$ cat src/rtl/hazard_pkg.sv
// rtl/hazard_pkg.sv - shared types and constants for the forwarding/hazard unit
package hazard_pkg;

  parameter int REG_ADDR_W = 3;

  localparam int FWD_REGFILE = 0;

  typedef struct packed {
    logic                  valid;
    logic                  we;
    logic                  is_load;
    logic [REG_ADDR_W-1:0] rd;
  } stage_entry_t;

endpackage

$ cat src/rtl/hazard_stage_pipe.sv
// rtl/hazard_stage_pipe.sv - DEPTH-entry shift pipe of in-flight destinations
module hazard_stage_pipe
  import hazard_pkg::*;
#(
  parameter int DEPTH = 3
) (
  input  logic                     clk_i,
  input  logic                     rst_ni,
  input  logic                     insert,
  input  stage_entry_t             entry,
  output stage_entry_t [DEPTH-1:0] stages
);

  // stages[0] is EX; the pipe advances every cycle, stalls included
  always_ff @(posedge clk_i) begin
    if (!rst_ni) begin
      stages <= '0;
    end else begin
      stages[0] <= insert ? entry : '0;
      for (int k = 1; k < DEPTH; k++) begin
        stages[k] <= stages[k-1];
      end
    end
  end

endmodule

$ cat src/rtl/forward_hazard_unit.sv
// rtl/forward_hazard_unit.sv - operand forwarding select and load-use stall
module forward_hazard_unit #(
  parameter int REG_ADDR_W = 3,
  parameter int NUM_SRC    = 2,
  parameter int DEPTH      = 3,
  parameter int LOAD_LAT   = 2,
  parameter int CNT_W      = 16,
  parameter int FWD_W      = $clog2(DEPTH + 1)
) (
  input  logic                          clk_i,
  input  logic                          rst_ni,
  input  logic                          issue_valid_i,
  input  logic [REG_ADDR_W-1:0]         issue_rd_addr_i,
  input  logic                          issue_we_i,
  input  logic                          issue_is_load_i,
  input  logic                          flush_i,
  input  logic [NUM_SRC*REG_ADDR_W-1:0] rs_addr_i,
  input  logic [NUM_SRC-1:0]            rs_used_i,
  output logic [NUM_SRC*FWD_W-1:0]      forward_o,
  output logic                          stall_o,
  output logic [CNT_W-1:0]              stall_count_o
);

  import hazard_pkg::*;

  stage_entry_t [DEPTH-1:0] stages;
  stage_entry_t             issue_entry;
  logic [NUM_SRC-1:0]       hazard;
  logic                     insert;
  logic [CNT_W-1:0]         stall_count;

  assign issue_entry = '{valid: 1'b1, we: issue_we_i, is_load: issue_is_load_i, rd: issue_rd_addr_i};
  assign insert      = issue_valid_i & ~flush_i & ~stall_o;

  hazard_stage_pipe #(.DEPTH(DEPTH)) u_pipe (
    .clk_i  (clk_i),
    .rst_ni (rst_ni),
    .insert (insert),
    .entry  (issue_entry),
    .stages (stages)
  );

  for (genvar s = 0; s < NUM_SRC; s++) begin : g_src
    logic [REG_ADDR_W-1:0] rs;
    logic [FWD_W-1:0]      sel;
    logic                  haz;
    logic                  found;

    assign rs = rs_addr_i[s*REG_ADDR_W +: REG_ADDR_W];

    // scan from EX outward so the youngest producer wins
    always_comb begin
      sel   = FWD_W'(FWD_REGFILE);
      haz   = 1'b0;
      found = 1'b0;
      for (int k = 0; k < DEPTH; k++) begin
        if (!found && rs_used_i[s] && stages[k].valid && stages[k].we &&
            stages[k].rd != '0 && stages[k].rd == rs) begin
          found = 1'b1;
          if (stages[k].is_load && (k + 1) < LOAD_LAT) begin
            haz = 1'b1;
          end else begin
            sel = FWD_W'(k + 1);
          end
        end
      end
    end

    assign forward_o[s*FWD_W +: FWD_W] = sel;
    assign hazard[s] = haz;
  end

  assign stall_o = issue_valid_i & ~flush_i & (|hazard);

  always_ff @(posedge clk_i) begin
    if (!rst_ni) begin
      stall_count <= '0;
    end else if (stall_o && stall_count != '1) begin
      stall_count <= stall_count + 1'b1;
    end
  end

  assign stall_count_o = stall_count;

endmodule
$ cat config.mk
export PLATFORM = sky130hd
export DESIGN_NAME = forward_hazard_unit
export DESIGN_NICKNAME = d
export VERILOG_FILES = /design/src/rtl/hazard_pkg.sv /design/src/rtl/hazard_stage_pipe.sv /design/src/rtl/forward_hazard_unit.sv
export SDC_FILE = /design/constraint.sdc
export NUM_CORES = 1
export LEC_CHECK = 0
export ABC_CLOCK_PERIOD_IN_PS = 6000
export BUFFER_PORTS_ARGS = -buffer_cell sky130_fd_sc_hd__buf_4
export CELL_PAD_IN_SITES_DETAIL_PLACEMENT = 0
export CELL_PAD_IN_SITES_GLOBAL_PLACEMENT = 1
export CORE_MARGIN = 1.5
export CORE_UTILIZATION = 30
export CTS_CLUSTER_DIAMETER = 30
export DETAILED_ROUTE_END_ITERATION = 6
export HOLD_SLACK_MARGIN = 0.15
export PLACE_DENSITY = 0.66
export SLEW_MARGIN = 30
export SYNTH_ARGS = -nofsm -noshare
export SYNTH_HDL_FRONTEND = slang
export SYNTH_SLANG_ARGS = --single-unit
$ cat constraint.sdc
create_clock -name clk_i -period 6 [get_ports clk_i]
set_input_delay 0.9 -clock clk_i [delete_from_list [all_inputs] [get_ports clk_i]]
set_output_delay 0.9 -clock clk_i [all_outputs]
set_load 0.01 [all_outputs]
== Word-level counts from Yosys, hierarchy flattened ==
Index checks and enable logic that the tools add are counted.

* Memories kept: 0
* Latch bits: 0
* ROM bits: 0
* Bits of input ports: 17
* Bits in registers: 32
* RAM bits: 0
* Output and inout bits: 21

* Multiplexer cells: 15
* Divide/modulo/power cells: 0
* Reduce and logical (&&, ||, !) cells: 38
* $add $sub $neg: 1
* Magnitude comparators: 0
* Multipliers: 0
* Shifts and indexed selects: 0
* Bitwise logic cells: 5
* Eq/ne operators: 7

{| class="wikitable"
|+ Operators with widths
! kind !! count
|-
| $logic_and A1 B1 Y1 || 29
|-
| $eq A3 B3 Y1 || 6
|-
| $add A16 B1 Y16 const B || 1
|-
| $ne A16 B16 Y1 const B || 1
|-
| $mux W2 || 5
|-
| $mux W1 || 9
|-
| $reduce_bool A3 Y1 || 3
|-
| $mux W6 || 1
|-
| $logic_not A1 Y1 || 4
|-
| $and A1 B1 Y1 || 3
|-
| $not A1 Y1 || 2
|-
| $reduce_and A2 Y1 || 1
|-
| $reduce_or A2 Y1 || 1
|}

== Longest topological paths before layout ==
Gate-level depths: netlist (run 1).

* Word-level depth: 19
* Mapped depth: 8
* Mapped depth without buffers: 6

== By module ==
Synthesis (run 1) repeated with hierarchy kept, for this count alone.

* Cells, all modules: 182
* Area total of the unflattened synthesis: 1795.5 um^2

{| class="wikitable"
|+ By module, submodules not included
! module !! sequential area each (um^2) !! times used !! area an instance (um^2) !! cells an instance
|-
| forward_hazard_unit || 320.3 || 1 || 1293.7 || 145
|-
| hazard_stage_pipe || 360.3 || 1 || 501.7 || 37
|}

== Worst setup path before layout (run 1) ==
No wires, ideal clock.

* Path type: input-to-output
* Start: input rs_addr_i[2]
* End: output forward_o[0]
* Setup slack: 3007 ps
* Data arrival time: 2093 ps
* Stages on the path: 4
* Cell sequence: or3b_1 -> a211o_1 -> a21oi_4 -> mux2i_1

* Longest elaborated chain between the ends: 17
* Elaborated cells between the ends (all ways): 21

{| class="wikitable"
|+ RTL lines
! item !! line !! text
|-
| start, declared || forward_hazard_unit.sv:17 || <nowiki>input logic [NUM_SRC*REG_ADDR_W-1:0] rs_addr_i,</nowiki>
|-
| $eq A3 B3 Y1 || forward_hazard_unit.sv:58 || <nowiki>stages[k].rd != '0 && stages[k].rd == rs) begin</nowiki>
|-
| $logic_and A1 B1 Y1 || forward_hazard_unit.sv:58 ||
|-
| $mux W1 || forward_hazard_unit.sv:57 || <nowiki>if (!found && rs_used_i[s] && stages[k].valid && stages[k].we &&</nowiki>
|-
| $logic_not A1 Y1 || forward_hazard_unit.sv:57 ||
|-
| $logic_and A1 B1 Y1 (4 in a row) || forward_hazard_unit.sv:57 ||
|-
| $logic_and A1 B1 Y1 || forward_hazard_unit.sv:58 ||
|-
| $mux W1 || forward_hazard_unit.sv:57 ||
|-
| $logic_not A1 Y1 || forward_hazard_unit.sv:57 ||
|-
| $logic_and A1 B1 Y1 (4 in a row) || forward_hazard_unit.sv:57 ||
|-
| $logic_and A1 B1 Y1 || forward_hazard_unit.sv:58 ||
|-
| $mux W2 * || forward_hazard_unit.sv:57 ||
|-
| end, declared || forward_hazard_unit.sv:19 || <nowiki>output logic [NUM_SRC*FWD_W-1:0] forward_o,</nowiki>
|}

Mark *: on every way between the ends. The rest lies on a longest branch, timed or not.

== Final worst setup path (run 1) ==
* Start: input rs_addr_i[2]
* End: output stall_o

* Longest elaborated chain between the ends: 5

{| class="wikitable"
|+ RTL lines
! item !! line !! text
|-
| $eq A3 B3 Y1 || forward_hazard_unit.sv:58 ||
|-
| $logic_and A1 B1 Y1 || forward_hazard_unit.sv:58 ||
|-
| $mux W1 || forward_hazard_unit.sv:57 ||
|-
| $reduce_or A2 Y1 || forward_hazard_unit.sv:73 || <nowiki>assign stall_o = issue_valid_i & ~flush_i & (|hazard);</nowiki>
|-
| $and A1 B1 Y1 || forward_hazard_unit.sv:73 ||
|-
| end, declared || forward_hazard_unit.sv:20 || <nowiki>output logic stall_o,</nowiki>
|}

Every way passes these cells.

==> flow_metrics.py, run 1 <==
metrics = {
    "status": {
        "status": "finished, final reports clean",
    },
    "clock_tree": {
        "clock_path_buffers": 2,
        "hold_buffers": 0,
        "cts_made_buffers": 5,
        "cts-htree-levels": 2,
        "root_buffer": "clkbuf_8",
        "cts_tree": "done",
        "postCtsResizedCells": 0,
        "clk_latency_ns": 0.28,
        "post-cts-setup-buffers": 0,
        "clock-sinks": 32,
        "clkTransAtPathRegs_ns": 0.07,
    },
    "yosys": {
        "ys_ff_latch": 32,
        "synth_cell_types": 37,
        "netlist_area_sq_um": 1600,
        "yosys.area.top_type_share_pct": 40.0,
        "syn_nets": 199,
        "ys_seq_area_share_pct": 40.0,
        "synth_warnings": 0,
        "yosysTopAreaCell": "dfxtp_1",
        "syn_inst": 181,
        "synth_area_per_cell_sq_um": 8.85,
        "ys_top_cells_by_area": "dfxtp_1 (40%), xor2_1 (7.1%), and2_1 (5.9%), a21oi_1 (3.4%), nand3_1 (3.4%)",
    },
    "route": {
        "drt_iter0_markers": 57,
        "wl_met1_um": 1970,
        "detail_route.wirelength_um": 3720,
        "detail-route-antenna-nets": 0,
        "dr_wl_met2_um": 1570,
        "drc": 0,
        "first_pass_iters": 4,
        "wl_met3_um": 114,
        "vias_per_cell": 4.87,
        "highest_layer": "met4",
        "routedWlPerCell_um": 12.8,
        "vias": 1418,
    },
    "sta": {
        "finalCritPeriodShare_pct": 54.1,
        "hold_viol": 0,
        "final-setup-viol-count": 0,
        "fin_crit_ns": 3.24,
        "max_freq_mhz": 308,
        "rsz0062_at_grt": "false",
        "slew_headroom_pct": 55.3,
        "tightestPinTransition_ns": 0.662,
        "drv_slew": 0,
        "finalClockSkew_ns": 0.00378,
        "fin_tns_setup_ns": 0,
    },
    "placed_design": {
        "portBuffers": 37,
        "place_congestion": 0.795,
        "hpwl_um": 2840,
        "dpl.cell_count": 283,
    },
    "floorplan": {
        "chipHeight_um": 76.1,
        "pin_count": 38,
        "fp-row-count": 26,
        "dieArea_sq_um": 5790,
        "dieWidth_um": 76.1,
        "coreArea_sq_um": 5140,
        "start_util_pct": 31.2,
    },
    "global_routing": {
        "grt_first_pass_wirelength_um": 6260,
        "track_usage_pct": 13.5,
        "grt_max_degree": 20,
        "antenna_found_initial": 0,
        "overflow": 0,
        "grt_pass1_vias": 1285,
    },
    "setup_path": {
        "critPathKind": "in2out",
        "required_ns": 5.10,
        "cp_max_fo": 11,
        "end_kind": "output port",
        "crit_arrival_ns": 2.34,
        "startpoint_type": "input port",
        "startpoint": "rs_addr_i[2]",
        "r2r_start": "u_pipe.stages[0]",
    },
    "power_and_ir_drop": {
        "power.density_nw_per_um2": 218,
        "power.internal_uw": 349,
        "seqPwrFrac_pct": 48.7,
        "ir_drop_uv": 93.8,
        "p_sw_uw": 95.8,
        "pwr-share-clk_pct": 46.1,
        "p_leak_uw": 0.000753,
        "pwr-share-comb_pct": 5.2,
        "netSwitchingFraction_pct": 21.5,
    },
    "flow_run": {
        "cap_viol_max_count": 0,
    },
    "finish": {
        "antenna_cells": 0,
        "final_nets": 238,
        "fillers": 569,
        "fin_util_pct": 39.8,
        "drive_gt1_share_pct": 23.1,
        "final_cells": 291,
        "syn_to_final_growth_pct": 27.7,
    },
    "worst_hold_path": {
        "min-delay-start": "u_pipe.stages[11]",
        "min_path_type": "reg2reg",
    },
}
[critical path, stage by stage]
cell and delay [ns]:
buf_4 0.14, or3b_1 0.34, a211o_1 0.33, a21oi_4 0.25, o21ai_2 0.18, inv_1 0.09
buf_4 0.11
[flip-flops by register name, summed over array words and instances, names as in the netlist]
| signal | cells |
|---|---|
| stall_count_o | 16 |
| u_pipe.stages | 16 |
[power by group through the flow]
stage | clock network (uW) | logic [uW] | registers [uW]
after global routing | 219 | 25.2 | 217
after global placement | 0 | 23.0 | 222
after floorplan | 0 | 10.4 | 221
after CTS | 211 | 23.1 | 217
final | 205 | 23.0 | 217
after detailed placement | 0 | 22.9 | 222
[layer usage]
| layer | track usage [%] | up-vias |
|---|---|---|
| li1 | - | 737 |
| met4 | 7.41 | 0 |
| met3 | 2.63 | 5 |
| met1 | 19.1 | 650 |
| met2 | 19.1 | 26 |
| met5 | 0 | - |
[cells in the mapped netlist]
cell type  number
o21ai_0        11
a21oi_1        11
o211ai_1        2
inv_1           6
nor4_1          4
or3_1           5
mux2i_1         2
nand4_1         5
or3b_1          2
nor2b_1         1
ha_1            1
xor2_1         13
o21a_1          2
xnor2_1         4
nor3_1          4
o21ai_2         2
or3_2           1
o2111ai_1       1
nor2_1          7
o31ai_1         5
and2_2          1
or4b_1          1
and3_1          3
a21oi_4         2
a211oi_1        1
nand2_1         9
clkbuf_1        3
or4_1           4
a41oi_1         1
buf_6           2
nand3b_1        2
and2_1         15
dfxtp_1        32
nand2b_1        1
o311ai_0        2
nand3_1        11
a211o_1         2
[worst paths after layout]
| check | slack, ns | to | depth (start not counted) |
|---|---|---|---|
| max reg2reg | 3.63 | stall_count_o[9] | 6 |
| min reg2reg | 0.45 | u_pipe.stages[17] | 1 |
| min | 0.45 | u_pipe.stages[17] | 1 |
| max | 2.76 | stall_o | 7 |
[final cells by class]
class                   instances  area, sq um  share of cell area, %
multi-input cells             138          905                   44.2
flip-flops and latches         32          641                   31.3
repair buffers                 37          278                   13.6
well taps                      70         87.6                   4.28
clock buffers                   5         68.8                   3.37
clock inverters                 3         42.5                   2.08
inverters                       6         22.5                   1.10
[layout by cell type (no fill, tap or decap), drive strengths merged, types with 6 or more instances in the layout]
master  count
nor2        7
and2       16
nand2       9
buf        37
inv         6
nand3      11
a21oi      13
o21ai      13
dfxtp      32
or3         6
xor2       13
[logic make-up after synthesis]
| logic type | after synthesis | synth area share, % |
|---|---|---|
| flip-flops | 32 | 40.0 |
| AO/OA/AOI/OAI | 42 | 18.0 |
| adder cells (fa/ha/maj) | 1 | 0.781 |
| multiplexers | 2 | 1.25 |
| buffers and inverters | 11 | 3.52 |
| AND/OR/NAND/NOR | 76 | 27.2 |
| XOR/XNOR | 17 | 9.30 |
[through the flow]
step / hold WS, ns / worst slack (ns) / cell area, sq um / power, uW
2_1_floorplan: 0.424 / 3.01 / 1600 / 231
3_3_place_gp: 0.440 / 2.76 / 1930 / 245
3_5_place_dp: 0.436 / 2.74 / 1930 / 245
4_1_cts: 0.451 / 2.74 / 2040 / 451
5_1_grt: 0.482 / 2.65 / 2040 / 462
6_report: 0.452 / 2.76 / 2040 / 445
(Power assumes the default switching activity.)
==> inputs of run 2 (changes only) <==
--- a/config.mk
+++ b/config.mk
@@ -5,7 +5,7 @@
 export SDC_FILE = /design/constraint.sdc
 export NUM_CORES = 1
 export LEC_CHECK = 0
-export ABC_CLOCK_PERIOD_IN_PS = 6000
+export ABC_CLOCK_PERIOD_IN_PS = 2600
 export BUFFER_PORTS_ARGS = -buffer_cell sky130_fd_sc_hd__buf_4
 export CELL_PAD_IN_SITES_DETAIL_PLACEMENT = 0
 export CELL_PAD_IN_SITES_GLOBAL_PLACEMENT = 1
@@ -14,7 +14,7 @@
 export CTS_CLUSTER_DIAMETER = 30
 export DETAILED_ROUTE_END_ITERATION = 6
 export HOLD_SLACK_MARGIN = 0.15
-export PLACE_DENSITY = 0.66
+export PLACE_DENSITY = 0.68
 export SLEW_MARGIN = 30
 export SYNTH_ARGS = -nofsm -noshare
 export SYNTH_HDL_FRONTEND = slang
==> constraint.sdc (replaced) <==
create_clock -name clk_i -period 2.6 [get_ports clk_i]
set_input_delay 0.39 -clock clk_i [delete_from_list [all_inputs] [get_ports clk_i]]
set_output_delay 0.39 -clock clk_i [all_outputs]
set_load 0.01 [all_outputs]
==> flow_metrics.py, run 2 (synthesized netlist as in run 1, its figures left out) <==
metrics = {
    "clock_tree": {
        "post-cts-setup-buffers": 0,
        "postCtsResizedCells": 0,
        "cts-htree-levels": 2,
        "hold_buffers": 0,
        "clock_path_buffers": 2,
        "root_buffer": "clkbuf_8",
        "clkTransAtPathRegs_ns": 0.06,
        "clock-sinks": 32,
        "clk_latency_ns": 0.28,
        "cts_made_buffers": 5,
        "cts_tree": "done",
    },
    "global_routing": {
        "grt_max_degree": 20,
        "grt_pass1_vias": 1202,
        "overflow": 0,
        "grt_first_pass_wirelength_um": 6110,
        "antenna_found_initial": 0,
        "track_usage_pct": 13.4,
    },
    "setup_path": {
        "r2r_setup_slack_ns": 0.26,
        "startpoint_type": "register",
        "critPathKind": "reg2out",
        "reg2reg_to": "stall_count_o[9]",
        "cp_max_fo": 6,
        "end_kind": "output port",
        "required_ns": 2.21,
        "r2r_start": "u_pipe.stages[0]",
        "crit_arrival_ns": 2.06,
        "rr_worst_depth": 6,
    },
    "floorplan": {
        "coreArea_sq_um": 5140,
        "pin_count": 38,
        "dieArea_sq_um": 5790,
        "fp-row-count": 26,
        "start_util_pct": 31.2,
        "dieWidth_um": 76.1,
        "chipHeight_um": 76.1,
    },
    "route": {
        "detail-route-antenna-nets": 0,
        "routedWlPerCell_um": 12.9,
        "first_pass_iters": 4,
        "detail_route.wirelength_um": 3770,
        "drt_iter0_markers": 78,
        "drc": 0,
        "vias_per_cell": 4.89,
        "vias": 1423,
    },
    "sta": {
        "rsz0062_at_grt": "false",
        "drv_slew": 0,
        "slew_headroom_pct": 54.7,
        "fin_crit_ns": 2.45,
        "fin_tns_setup_ns": 0,
        "hold_viol": 0,
        "finalClockSkew_ns": 0.00382,
        "hold-worst-slack_ns": 0.307,
        "tightestPinTransition_ns": 0.671,
        "final-setup-viol-count": 0,
        "max_freq_mhz": 409,
        "finalCritPeriodShare_pct": 94.1,
        "setup_ws_ns": 0.152,
    },
    "power_and_ir_drop": {
        "power.internal_uw": 739,
        "pwr-share-comb_pct": 5.5,
        "power.density_nw_per_um2": 467,
        "netSwitchingFraction_pct": 21.8,
        "ir_drop_uv": 232,
        "p_leak_uw": 0.000745,
        "seqPwrFrac_pct": 53.0,
        "pwr-share-clk_pct": 41.5,
        "p_sw_uw": 206,
    },
    "worst_hold_path": {
        "min_path_cells": 2,
        "min_path_type": "in2reg",
        "whs_endpoint": "u_pipe.stages[1]",
        "min-delay-start": "issue_rd_addr_i[1]",
    },
    "placed_design": {
        "dpl.cell_count": 283,
        "hpwl_um": 2870,
        "portBuffers": 37,
        "dpl_worst_slack_ns": 0.155,
        "place_congestion": 0.899,
    },
    "finish": {
        "multi_input_area_sq_um": 905,
        "final_nets": 238,
        "final_cell_mix": "buf_4 (37), dfxtp_1 (32), and2_1 (15)",
        "drive_gt1_share_pct": 22.2,
        "final_cells": 291,
        "syn_to_final_growth_pct": 26.3,
        "fillers": 577,
        "antenna_cells": 0,
        "layout_commonest_cell": "buf_4",
        "seq_area_sq_um": 641,
    },
    "status": {
        "status": "finished, final reports clean",
    },
    "flow_run": {
        "cap_viol_max_count": 0,
    },
}
## run 2: critical path, cell delays in order (launching register included)
cell and delay, ns:
dfxtp_1 0.42, or3b_1 0.36, a211o_1 0.33, a21oi_4 0.24
mux2i_1 0.26, buf_4 0.16
## run 2: worst max-delay path by stage
| stage | from | end |
|---|---|---|
| global placement | rs_addr_i[2] | stall_count_o[7] |
| CTS | u_pipe.stages[0] | forward_o[0] |
| floorplan | u_pipe.stages[2] | stall_count_o[13] |
| global route | u_pipe.stages[0] | forward_o[0] |
| finish | u_pipe.stages[0] | forward_o[0] |
| detailed placement | rs_addr_i[2] | stall_count_o[7] |
## run 2: power by group through the flow
| stage | combinational (uW) | clock, uW | sequential, uW |
|---|---|---|---|
| finish | 51.9 | 392 | 501 |
| global route | 57.7 | 426 | 501 |
| CTS | 52.7 | 403 | 501 |
| detailed placement | 52.5 | 0 | 512 |
| global placement | 52.1 | 0 | 512 |
| floorplan | 24.0 | 0 | 509 |
## run 2: through the flow
stage                     cell area [sq um]  total power, uW  util [%]
after global routing                   2020              985      39.4
after detailed placement               1930              564      37.6
after global placement                 1930              564      37.6
final                                  2020              945      39.4
after CTS                              2020              956      39.4
after floorplan                        1600              533         -
## run 2: layout make-up
type                    count  share of cell area [%]
clock buffers               8                    4.45
inverters                   6                    1.11
multi-input cells         138                    44.7
flip-flops and latches     32                    31.7
well taps                  70                    4.33
repair buffers             37                    13.7
## run 2: routing by layer
metal  vias up  track usage, %  wire, um
li1        735               -         -
met1       648            19.9      1970
met2        38            18.1      1580
met3         2            4.19       188
met4         0            4.44        27
met5         -               0         0
